`src/rtl/up_mem_io.sv`:
```
// up_mem_io: memory and I/O slave for the up core.
// A multiplexed address is latched on ale. The slave serves a RAM window and
// an I/O window: NGPO output registers, a FIFO-buffered UART TX channel with
// its launch FSM, STATUS/CTRL registers and a level TX-idle interrupt.
//
// Ports:
//   clk, nRst      clock, asynchronous active-low reset
//   ale            latch wdata[AW-1:0] as the address
//   wdata          address (with ale) or write data (with we)
//   we, re         write / read at the previously latched address
//   rdata          registered read data, valid one cycle after re
//   gpo            output registers, reg k at [k*DW +: DW]
//   uart_busy      UART transmitter busy
//   uart_data      byte handed to the UART
//   uart_transmit  one-cycle launch strobe to the UART
//   irq            TX-idle interrupt (irq_en & idle), registered
module up_mem_io #(
    parameter int unsigned DW        = 8,
    parameter int unsigned AW        = 8,
    parameter int unsigned RAM_DEPTH = 192,
    parameter int unsigned IO_BASE   = 240,
    parameter int unsigned NGPO      = 2,
    parameter int unsigned TXF_DEPTH = 4
) (
    input  logic                 clk,
    input  logic                 nRst,
    input  logic                 ale,
    input  logic [DW-1:0]        wdata,
    input  logic                 we,
    input  logic                 re,
    output logic [DW-1:0]        rdata,
    output logic [NGPO*DW-1:0]   gpo,
    input  logic                 uart_busy,
    output logic [7:0]           uart_data,
    output logic                 uart_transmit,
    output logic                 irq
);

    localparam int unsigned PW  = $clog2(TXF_DEPTH);
    localparam int unsigned CW  = PW + 1;
    localparam int unsigned RAW = (RAM_DEPTH > 1) ? $clog2(RAM_DEPTH) : 1;

    localparam logic [AW-1:0] RAM_END   = AW'(RAM_DEPTH);
    localparam logic [AW-1:0] IO_BASE_A = AW'(IO_BASE);
    localparam logic [AW-1:0] NGPO_A    = AW'(NGPO);
    localparam logic [AW-1:0] TXDATA_A  = AW'(IO_BASE + NGPO);
    localparam logic [AW-1:0] STATUS_A  = AW'(IO_BASE + NGPO + 1);
    localparam logic [AW-1:0] CTRL_A    = AW'(IO_BASE + NGPO + 2);
    localparam logic [CW-1:0] FIFO_FULL = CW'(TXF_DEPTH);

    typedef enum logic [1:0] {
        S_IDLE      = 2'd0,
        S_LAUNCH    = 2'd1,
        S_WAIT_BUSY = 2'd2,
        S_WAIT_DONE = 2'd3
    } tx_state_e;

    // Storage without reset: RAM contents and FIFO payload
    logic [DW-1:0] mem_q [RAM_DEPTH];
    logic [7:0]    txf_q [TXF_DEPTH];

    logic [AW-1:0]      addr_q, addr_d;
    logic [DW-1:0]      rdata_q, rdata_d;
    logic [NGPO*DW-1:0] gpo_q, gpo_d;
    logic               irq_en_q, irq_en_d;
    logic               ovf_q, ovf_d;
    logic               irq_q, irq_d;
    logic [PW-1:0]      wr_ptr_q, wr_ptr_d;
    logic [PW-1:0]      rd_ptr_q, rd_ptr_d;
    logic [CW-1:0]      count_q, count_d;
    tx_state_e          state_q, state_d;
    logic               wait_q, wait_d;
    logic [7:0]         uart_data_q, uart_data_d;
    logic               uart_tx_q, uart_tx_d;

    logic          ram_hit, gpo_hit, tx_hit, st_hit, ctrl_hit;
    logic [AW-1:0] gpo_off;
    logic          empty_c, full_c, idle_c;
    logic          push_req, push_ok, pop_c;
    logic [7:0]    head_c;
    logic [DW-1:0] status_c;
    logic [DW-1:0] rd_val;

    assign rdata         = rdata_q;
    assign gpo           = gpo_q;
    assign uart_data     = uart_data_q;
    assign uart_transmit = uart_tx_q;
    assign irq           = irq_q;

    // Address decode against the latched address
    always_comb begin
        gpo_off  = addr_q - IO_BASE_A;
        ram_hit  = (addr_q < RAM_END);
        gpo_hit  = (addr_q >= IO_BASE_A) && (gpo_off < NGPO_A);
        tx_hit   = (addr_q == TXDATA_A);
        st_hit   = (addr_q == STATUS_A);
        ctrl_hit = (addr_q == CTRL_A);
    end

    // FIFO flags and handshake; a full FIFO still accepts when a pop coincides
    always_comb begin
        empty_c  = (count_q == '0);
        full_c   = (count_q == FIFO_FULL);
        idle_c   = (state_q == S_IDLE) && empty_c;
        pop_c    = (state_q == S_LAUNCH);
        push_req = we && tx_hit;
        push_ok  = push_req && (!full_c || pop_c);
        head_c   = txf_q[rd_ptr_q];
        status_c = DW'({ovf_q, idle_c, empty_c, full_c});
    end

    // Read mux
    always_comb begin
        rd_val = '0;
        if (ram_hit) begin
            rd_val = mem_q[addr_q[RAW-1:0]];
        end else if (gpo_hit) begin
            for (int unsigned k = 0; k < NGPO; k++) begin
                if (gpo_off == AW'(k)) begin
                    rd_val = gpo_q[k*DW +: DW];
                end
            end
        end else if (st_hit) begin
            rd_val = status_c;
        end else if (ctrl_hit) begin
            rd_val = DW'(irq_en_q);
        end
    end

    // Register-file next state
    always_comb begin
        addr_d   = addr_q;
        rdata_d  = rdata_q;
        gpo_d    = gpo_q;
        irq_en_d = irq_en_q;
        ovf_d    = ovf_q;
        wr_ptr_d = wr_ptr_q;
        rd_ptr_d = rd_ptr_q;
        count_d  = count_q;

        if (ale) begin
            addr_d = wdata[AW-1:0];
        end
        if (re) begin
            rdata_d = rd_val;
        end
        if (we && gpo_hit) begin
            for (int unsigned k = 0; k < NGPO; k++) begin
                if (gpo_off == AW'(k)) begin
                    gpo_d[k*DW +: DW] = wdata;
                end
            end
        end
        if (we && ctrl_hit) begin
            irq_en_d = wdata[0];
        end

        // A dropped push in the same cycle as a STATUS read keeps ovf set
        if (push_req && !push_ok) begin
            ovf_d = 1'b1;
        end else if (re && st_hit) begin
            ovf_d = 1'b0;
        end

        if (push_ok) begin
            wr_ptr_d = wr_ptr_q + PW'(1);
        end
        if (pop_c) begin
            rd_ptr_d = rd_ptr_q + PW'(1);
        end
        case ({push_ok, pop_c})
            2'b10:   count_d = count_q + CW'(1);
            2'b01:   count_d = count_q - CW'(1);
            default: count_d = count_q;
        endcase
    end

    assign irq_d = irq_en_q && idle_c;

    always_ff @(posedge clk or negedge nRst) begin
        if (!nRst) begin
            addr_q   <= '0;
            rdata_q  <= '0;
            gpo_q    <= '0;
            irq_en_q <= 1'b0;
            ovf_q    <= 1'b0;
            irq_q    <= 1'b0;
            wr_ptr_q <= '0;
            rd_ptr_q <= '0;
            count_q  <= '0;
        end else begin
            addr_q   <= addr_d;
            rdata_q  <= rdata_d;
            gpo_q    <= gpo_d;
            irq_en_q <= irq_en_d;
            ovf_q    <= ovf_d;
            irq_q    <= irq_d;
            wr_ptr_q <= wr_ptr_d;
            rd_ptr_q <= rd_ptr_d;
            count_q  <= count_d;
        end
    end

    always_ff @(posedge clk) begin
        if (we && ram_hit) begin
            mem_q[addr_q[RAW-1:0]] <= wdata;
        end
    end

    always_ff @(posedge clk) begin
        if (push_ok) begin
            txf_q[wr_ptr_q] <= wdata[7:0];
        end
    end

    // TX FSM: state register
    always_ff @(posedge clk or negedge nRst) begin
        if (!nRst) begin
            state_q     <= S_IDLE;
            wait_q      <= 1'b0;
            uart_data_q <= '0;
            uart_tx_q   <= 1'b0;
        end else begin
            state_q     <= state_d;
            wait_q      <= wait_d;
            uart_data_q <= uart_data_d;
            uart_tx_q   <= uart_tx_d;
        end
    end

    // TX FSM: next state; WAIT_BUSY gives up after two quiet cycles in case busy was missed
    always_comb begin
        state_d = state_q;
        wait_d  = wait_q;
        case (state_q)
            S_IDLE: begin
                if (!empty_c && !uart_busy) begin
                    state_d = S_LAUNCH;
                end
            end
            S_LAUNCH: begin
                state_d = S_WAIT_BUSY;
                wait_d  = 1'b0;
            end
            S_WAIT_BUSY: begin
                if (uart_busy) begin
                    state_d = S_WAIT_DONE;
                end else if (wait_q) begin
                    state_d = S_IDLE;
                end else begin
                    wait_d = 1'b1;
                end
            end
            S_WAIT_DONE: begin
                if (!uart_busy) begin
                    state_d = S_IDLE;
                end
            end
            default: state_d = S_IDLE;
        endcase
    end

    // TX FSM: outputs registered off the next state so the strobe spans exactly the LAUNCH cycle
    always_comb begin
        uart_tx_d   = (state_d == S_LAUNCH);
        uart_data_d = uart_data_q;
        if (state_d == S_LAUNCH) begin
            uart_data_d = head_c;
        end
    end

endmodule

```
`config.mk`:
```
export PLATFORM = sky130hd
export DESIGN_NAME = up_mem_io
export DESIGN_NICKNAME = d
export VERILOG_FILES = /design/src/rtl/up_mem_io.sv
export SDC_FILE = /design/constraint.sdc
export NUM_CORES = 1
export LEC_CHECK = 0
export CAP_MARGIN = 15
export CORE_MARGIN = 2
export CORE_UTILIZATION = 57
export DETAILED_ROUTE_END_ITERATION = 7
export GPL_TIMING_DRIVEN = 0
export MAX_ROUTING_LAYER = met4
export PLACE_DENSITY = 0.76
export SETUP_SLACK_MARGIN = 0.3
export SLEW_MARGIN = 20
export SYNTH_ARGS = -nofsm -noshare
export SYNTH_HDL_FRONTEND = slang
export SYNTH_SLANG_ARGS = --single-unit
```
`constraint.sdc`:
```
create_clock -name clk -period 3.01 [get_ports clk]
set_input_delay 0.301 -clock clk [delete_from_list [all_inputs] [get_ports clk]]
set_output_delay 0.301 -clock clk [all_outputs]
set_load 0.01 [all_outputs]
```
* Yosys cells after proc, flatten, opt, wreduce, memory -nomap -nowiden
Memory sizes are Yosys's and may differ from the RTL's. A register that Yosys moved wholly into a read port is not among the register bits.
Index checks and enable logic that the tools add are counted.
** Cells by class
- Add/subtract/negate cells :: 5
- Multipliers :: 0
- Divide/modulo/power cells :: 0
- $lt $le $gt $ge :: 3
- Equal/unequal tests :: 12
- Shift operators :: 0
- Mux-type cells :: 20
- Bitwise logic cells :: 0
- Reductions and logical operators :: 26
** Operators by type and width (number)
- 8-bit two-way mux :: 4
- 8-bit equality test, second input constant :: 3
- 1-bit logical AND :: 11
- 8-bit by 1-bit equality test with 1-bit output, second input constant :: 1
- 8-bit greater-or-equal comparator, second input constant :: 1
- 8-bit zero test :: 1
- 8-bit by 2-bit less-than comparator with 1-bit output, second input constant :: 1
- 8-bit less-than comparator, second input constant :: 1
- 1-bit two-way mux :: 8
- 2-bit two-way mux :: 4
- 2-bit one-hot mux with 4 select lines :: 1
- 8-bit subtractor, second input constant :: 1
- 2-bit by 1-bit equality test with 1-bit output, second input constant :: 3
- 2-bit equality test, second input constant :: 3
- 3-bit one-hot mux with 2 select lines :: 1
- 2-bit AND reduction :: 3
- 2-bit nonzero test :: 3
- 1-bit zero test :: 5
- 2-bit by 1-bit adder with 2-bit output, second input constant :: 2
- 4-bit two-way mux :: 1
- 3-bit by 1-bit adder with 3-bit output, second input constant :: 1
- 3-bit equality test, second input constant :: 1
- 3-bit zero test :: 1
- 3-bit by 1-bit subtractor with 3-bit output, second input constant :: 1
- other kinds (4) :: 4
** Storage, ports and cells
- Flip-flop bits (word level) :: 46
- Latch bits :: 0
- Memory bits (writable) :: 1568
- Memory bits (read-only) :: 0
- Input bits :: 14
- Output and inout bits :: 34
- Word-level logic and storage cells :: 81
- Memories kept :: 2
** Memories
- mem_q :: depth 192, width 8, read ports 1, clocked after memory_dff 0, wr ports 1, line 59 : logic [DW-1:0] mem_q [RAM_DEPTH];
- txf_q :: depth 4, width 8, read ports 1, clocked after memory_dff 1, wr ports 1, line 60 : logic [7:0] txf_q [TXF_DEPTH];

* Depth between registers and ports, before layout
- Depth in word-level cells :: 7
- Mapped depth :: 15
- Gate-level depth less buffers :: 10

* Worst setup path after synthesis
Ideal clock, no wire load.
- Kind :: reg-to-reg
- From :: register addr_q[0]
- To :: register count_q[2]
- Setup time :: 0.125 ns
- Data arrival time :: 2.794 ns
- Required time :: 2.885 ns
- Path slack :: 0.090 ns
- Cell stages (with the launch flop) :: 16
- Buffers on the path :: 5
- Period minus slack after synthesis :: 2.920 ns
- Path through :: dfrtp_1 > buf_6 > buf_4 > buf_4 > buf_2 > nor2b_1 > buf_2 > nand3_1 > nor3_1 > inv_1 > ha_1 > inv_1 > fa_1 > xor2_1 > nor2_1 > xor2_1
** Between the ends
- Word-level cells in the longest chain between the ends :: 5
- Elaborated cells on any way between the ends :: 7
- Those cells by class :: eq/ne (3); mux (1); reduce/logical (3)
** Ends and longest elaborated chain
- start: declaration :: line 62 : logic [AW-1:0] addr_q, addr_d;
- start signal: assignment :: line 192 : addr_q <= addr_d;
- 8-bit equality test * :: line 95 : tx_hit = (addr_q == TXDATA_A);
- 1-bit logical AND * :: line 106 : push_req = we && tx_hit;
- 1-bit logical AND * :: line 107 : push_ok = push_req && (!full_c || pop_c);
- 2-bit by 1-bit equality test with 1-bit output / 2-bit equality test (equally long branches) :: line 171 : case ({push_ok, pop_c})
- 3-bit one-hot mux with 2 select lines / 2-bit nonzero test (equally long branches)
- end signal: assignment :: line 200 : count_q <= count_d;
- end: declaration :: line 70 : logic [CW-1:0] count_q, count_d;
Mark *: on every way between the ends. The rest lies on a longest branch, timed or not.
A chain may end at the register's enable or synchronous reset.

* Worst setup path in the final report
- From :: register addr_q[6]
- To :: register rdata_q[5], in the netlist rdata[5]
** Between the ends
- Word-level cells in the longest chain between the ends :: 6
- Elaborated cells on any way between the ends :: 12
- Those cells by class :: add/sub (1); order compare (3); eq/ne (1); mux (4); reduce/logical (2); memory (1)
** Ends and longest elaborated chain
- branches (longest 5 deep; another with 8-bit subtractor)
- 8-bit two-way mux * :: line 115 : if (ram_hit) begin
- end signal: assignment :: line 193 : rdata_q <= rdata_d;
- end: declaration :: line 63 : logic [DW-1:0] rdata_q, rdata_d;
Mark *: on every way between the ends.

==> impl_metrics.json <==
{
  "yosysTopAreaCell": "edfxtp_1",
  "ys_seq_area_share_pct": 76.6,
  "synth_top_family_by_area": "multiplexers",
  "syn2layout_area_growth_pct": 22.2,
  "run_status": "finished, violations left",
  "hp-class": "primary input to register",
  "clk_latency_ps": 800,
  "fp.dieH_um": 337,
  "cts_buffer_depth": 3,
  "antenna_found_initial": 10,
  "placed_cells": 4528,
  "yosys_warnings": 0,
  "avgSynthCellArea_um2": 21.2,
  "tns_ps": -618,
  "overflow": 0,
  "slowest_delay_ps": 860,
  "fin_nets": 3431,
  "fin_worst_skew_ps": 32.2,
  "path_buf_inv": 2,
  "synth_fa_ha_area_share_pct": 0.131,
  "path_delay_family": "compound AO/OA/AOI/OAI gates",
  "post_layout_nonfiller_instances": 5041,
  "synth_xor_area_share_pct": 0.0831,
  "finalMaxSlewViolations": 0,
  "crit_required_ps": 3660,
  "numClockSinks": 1622,
  "num_vias": 35700,
  "ys_seq_elements": 1622,
  "grt_pass1_wl_um": 284000,
  "cts_max_level": 4,
  "die_x_um": 337,
  "worstMarginPinSlew_ps": 1120,
  "synth_compound_area_share_pct": 1.98,
  "yosys.area_share.simple_pct": 2.93,
  "hold_viol": 3,
  "root_buffer": "clkbuf_16",
  "max_freq_mhz": 319,
  "crit_arrival_ps": 3780,
  "synth_ff_type": "edfxtp_1",
  "ant_nets": 0,
  "place_congestion": 1.07,
  "yosys-top-cells-area": "edfxtp_1, mux4_2, mux2i_1, dfrtp_1, nor2_1",
  "worst_setup_path_start_kind": "register",
  "hpwl_um": 134000,
  "cts_tree": "yes",
  "violations": "negative hold slack, negative setup slack",
  "synth_top_area_share_pct": 74.5,
  "power.leakage_nw": 24.6,
  "ir_worst_vdd_v": 0.000582,
  "max_cap_violations": 0,
  "synth_edf_count": 1568,
  "setup_viol_count_final": 7,
  "power_density_mw_per_mm2": 667,
  "grt_use_total_pct": 38.9,
  "netlist_instances": 2980,
  "finalCriticalPeriod_ps": 3140,
  "slowest_stage": "clkbuf_1",
  "grt_pass1_vias": 34500,
  "top_level_ports": 48,
  "synthMuxAreaShare_pct": 16.9,
  "port_buffers": 45,
  "layout-drive-gt1-share_pct": 38.2,
  "rows": 122,
  "drc": 0,
  "finalCritPeriodShare_pct": 104,
  "synth_nets": 3000,
  "post_drt_wl_per_cell_um": 42.7,
  "clkTransAtPathRegs_ps": 60,
  "dieArea_mm2": 0.114,
  "rrSetupSlack_ps": -130,
  "vias_per_cell": 7.07,
  "yosysUniqueCellTypes": 56,
  "slew_headroom_pct": 25.2,
  "cts_buffers": 159,
  "synth_area_mm2": 0.0632,
  "first_pass_iters": 6,
  "timing.hold.ws_ps": -7.81,
  "initial_core_util_pct": 57.3,
  "wirelength_um": 215000,
  "worstSetupPathType": "register to register",
  "worst_slack_ps": -126,
  "crit_chain": "clkbuf_4 > clkbuf_1 > nand2_1 > a221oi_1 > o211ai_1 > o211a_1",
  "grt_max_degree": 135,
  "async_flop_share_pct": 3.33,
  "rsz0062_at_grt": "true",
  "drtIter0Drc": 5765,
  "end_kind": "register",
  "cp_max_fo": 10,
  "design.core.area_mm2": 0.110
}
[cell usage after synthesis (all sizes together) (3+ instances only)]
cell type and number:
edfxtp 1568, mux4 394, nor2 227, mux2i 141
buf 102, nand2 78, clkbuf 65, dfrtp 54
a22oi 51, nand3 46, mux2 35, o21ai 28
o211ai 23, a21oi 17, o22ai 16, nand2b 14
inv 12, nand4 12, nor2b 12, and2 10
a221oi 9, a22o 6, nor3 6, a31oi 5
ha 5, o211a 4, xnor2 4, and3 3
o2111ai 3, or4 3
[state kept, by name, indices dropped and copies added, names as in the netlist, 2 cells and up]
| register | cells |
|---|---|
| gpo | 16 |
| addr_q | 8 |
| txf_q | 32 |
| rd_ptr_q | 2 |
| wr_ptr_q | 2 |
| uart_data | 8 |
| state_q | 2 |
| rdata | 8 |
| mem_q | 1536 |
| count_q | 3 |
[logic make-up (layout without fill, tap and decap cells)]
group           Yosys count  count (layout)
compound gates          177             177
fa+ha+maj                 6               6
mux                     570             570
buf+inv                 180             743
simple gates            419             419
xor+xnor                  6               6
flops                  1622            1622
other cells               0              10
[through the flow]
stage | total power [mW] | worst slack [ps] | utilization (%) | area (um^2)
3_5_place_dp | 30.9 | -2450 | 59.9 | 66100
6_report | 51.5 | -126 | 70.0 | 77300
2_1_floorplan | 28.2 | 171 | - | 63300
5_1_grt | 52.4 | -76.4 | 70.0 | 77200
4_1_cts | 50.9 | 18.0 | 68.6 | 75700
3_3_place_gp | 30.9 | -3920 | 59.4 | 65600
[report_power, final]
part	switching (mW)	internal (mW)	total, mW
Combinational	4.05	2.53	6.58
Clock	8.68	11.1	19.8
Sequential	0.184	25.0	25.2
[repair_timing]
item,in CTS,in global routing
cloned,2,1
hold buffers,6,0
buffers inserted,127,73
setup endpoints to repair,1604,1446
pin swaps,68,71
resized for setup,808,113
hold endpoints to repair,179,0
[metal layers]
layer | global-route usage, % | wire, um | share of wire (%) | vias up
met3 | 12.8 | 30000 | 14 | 721
met2 | 55.6 | 97200 | 45 | 3158
li1 | - | - | - | 13300
met1 | 49.2 | 73300 | 34 | 18500
met5 | - | 0 | 0 | -
met4 | 22.6 | 14900 | 6.9 | 0
[layout by cell type, fill, tap and decap left out, types with 27 or more instances in the layout]
| cell | n |
|---|---|
| edfxtp_1 | 1568 |
| buf_16 | 30 |
| buf_6 | 29 |
| dfrtp_1 | 54 |
| mux2_2 | 35 |
| nand3_1 | 27 |
| clkinv_2 | 34 |
| a22oi_1 | 48 |
| nand2_1 | 60 |
| clkdlybuf4s50_1 | 36 |
| mux4_2 | 394 |
| buf_12 | 111 |
| buf_4 | 133 |
| clkinv_1 | 30 |
| clkbuf_16 | 164 |
| clkbuf_1 | 42 |
| nor2_4 | 193 |
| mux2i_1 | 116 |
[layout make-up]
cell class | count | area [um^2]
sequential | 1622 | 48400
fill | 6292 | 33100
multi-input combinational | 1178 | 16100
clock buffer | 195 | 4210
timing repair buffer | 270 | 3600
buffer | 167 | 2060
tap | 1488 | 1860
clock inverter | 98 | 908
inverter | 13 | 61.3
antenna | 10 | 25.0
[worst paths after layout]
path                                           from                        to  cells after the start
min                                        wdata[6]   mem_q[144][6]$_DFFE_PP_                      1
max in group asynchronous                      nRst      rdata[5]$_DFFE_PN0P_                      3
min reg2reg                uart_data[4]$_DFFE_PN0P_  uart_data[4]$_DFFE_PN0P_                      1
max                           addr_q[6]$_DFFE_PN0P_      rdata[5]$_DFFE_PN0P_                      6
max reg2reg                   addr_q[6]$_DFFE_PN0P_      rdata[5]$_DFFE_PN0P_                      6
min in group asynchronous                      nRst      state_q[1]$_DFF_PN0_                      3
(Power assumes the default switching activity.)
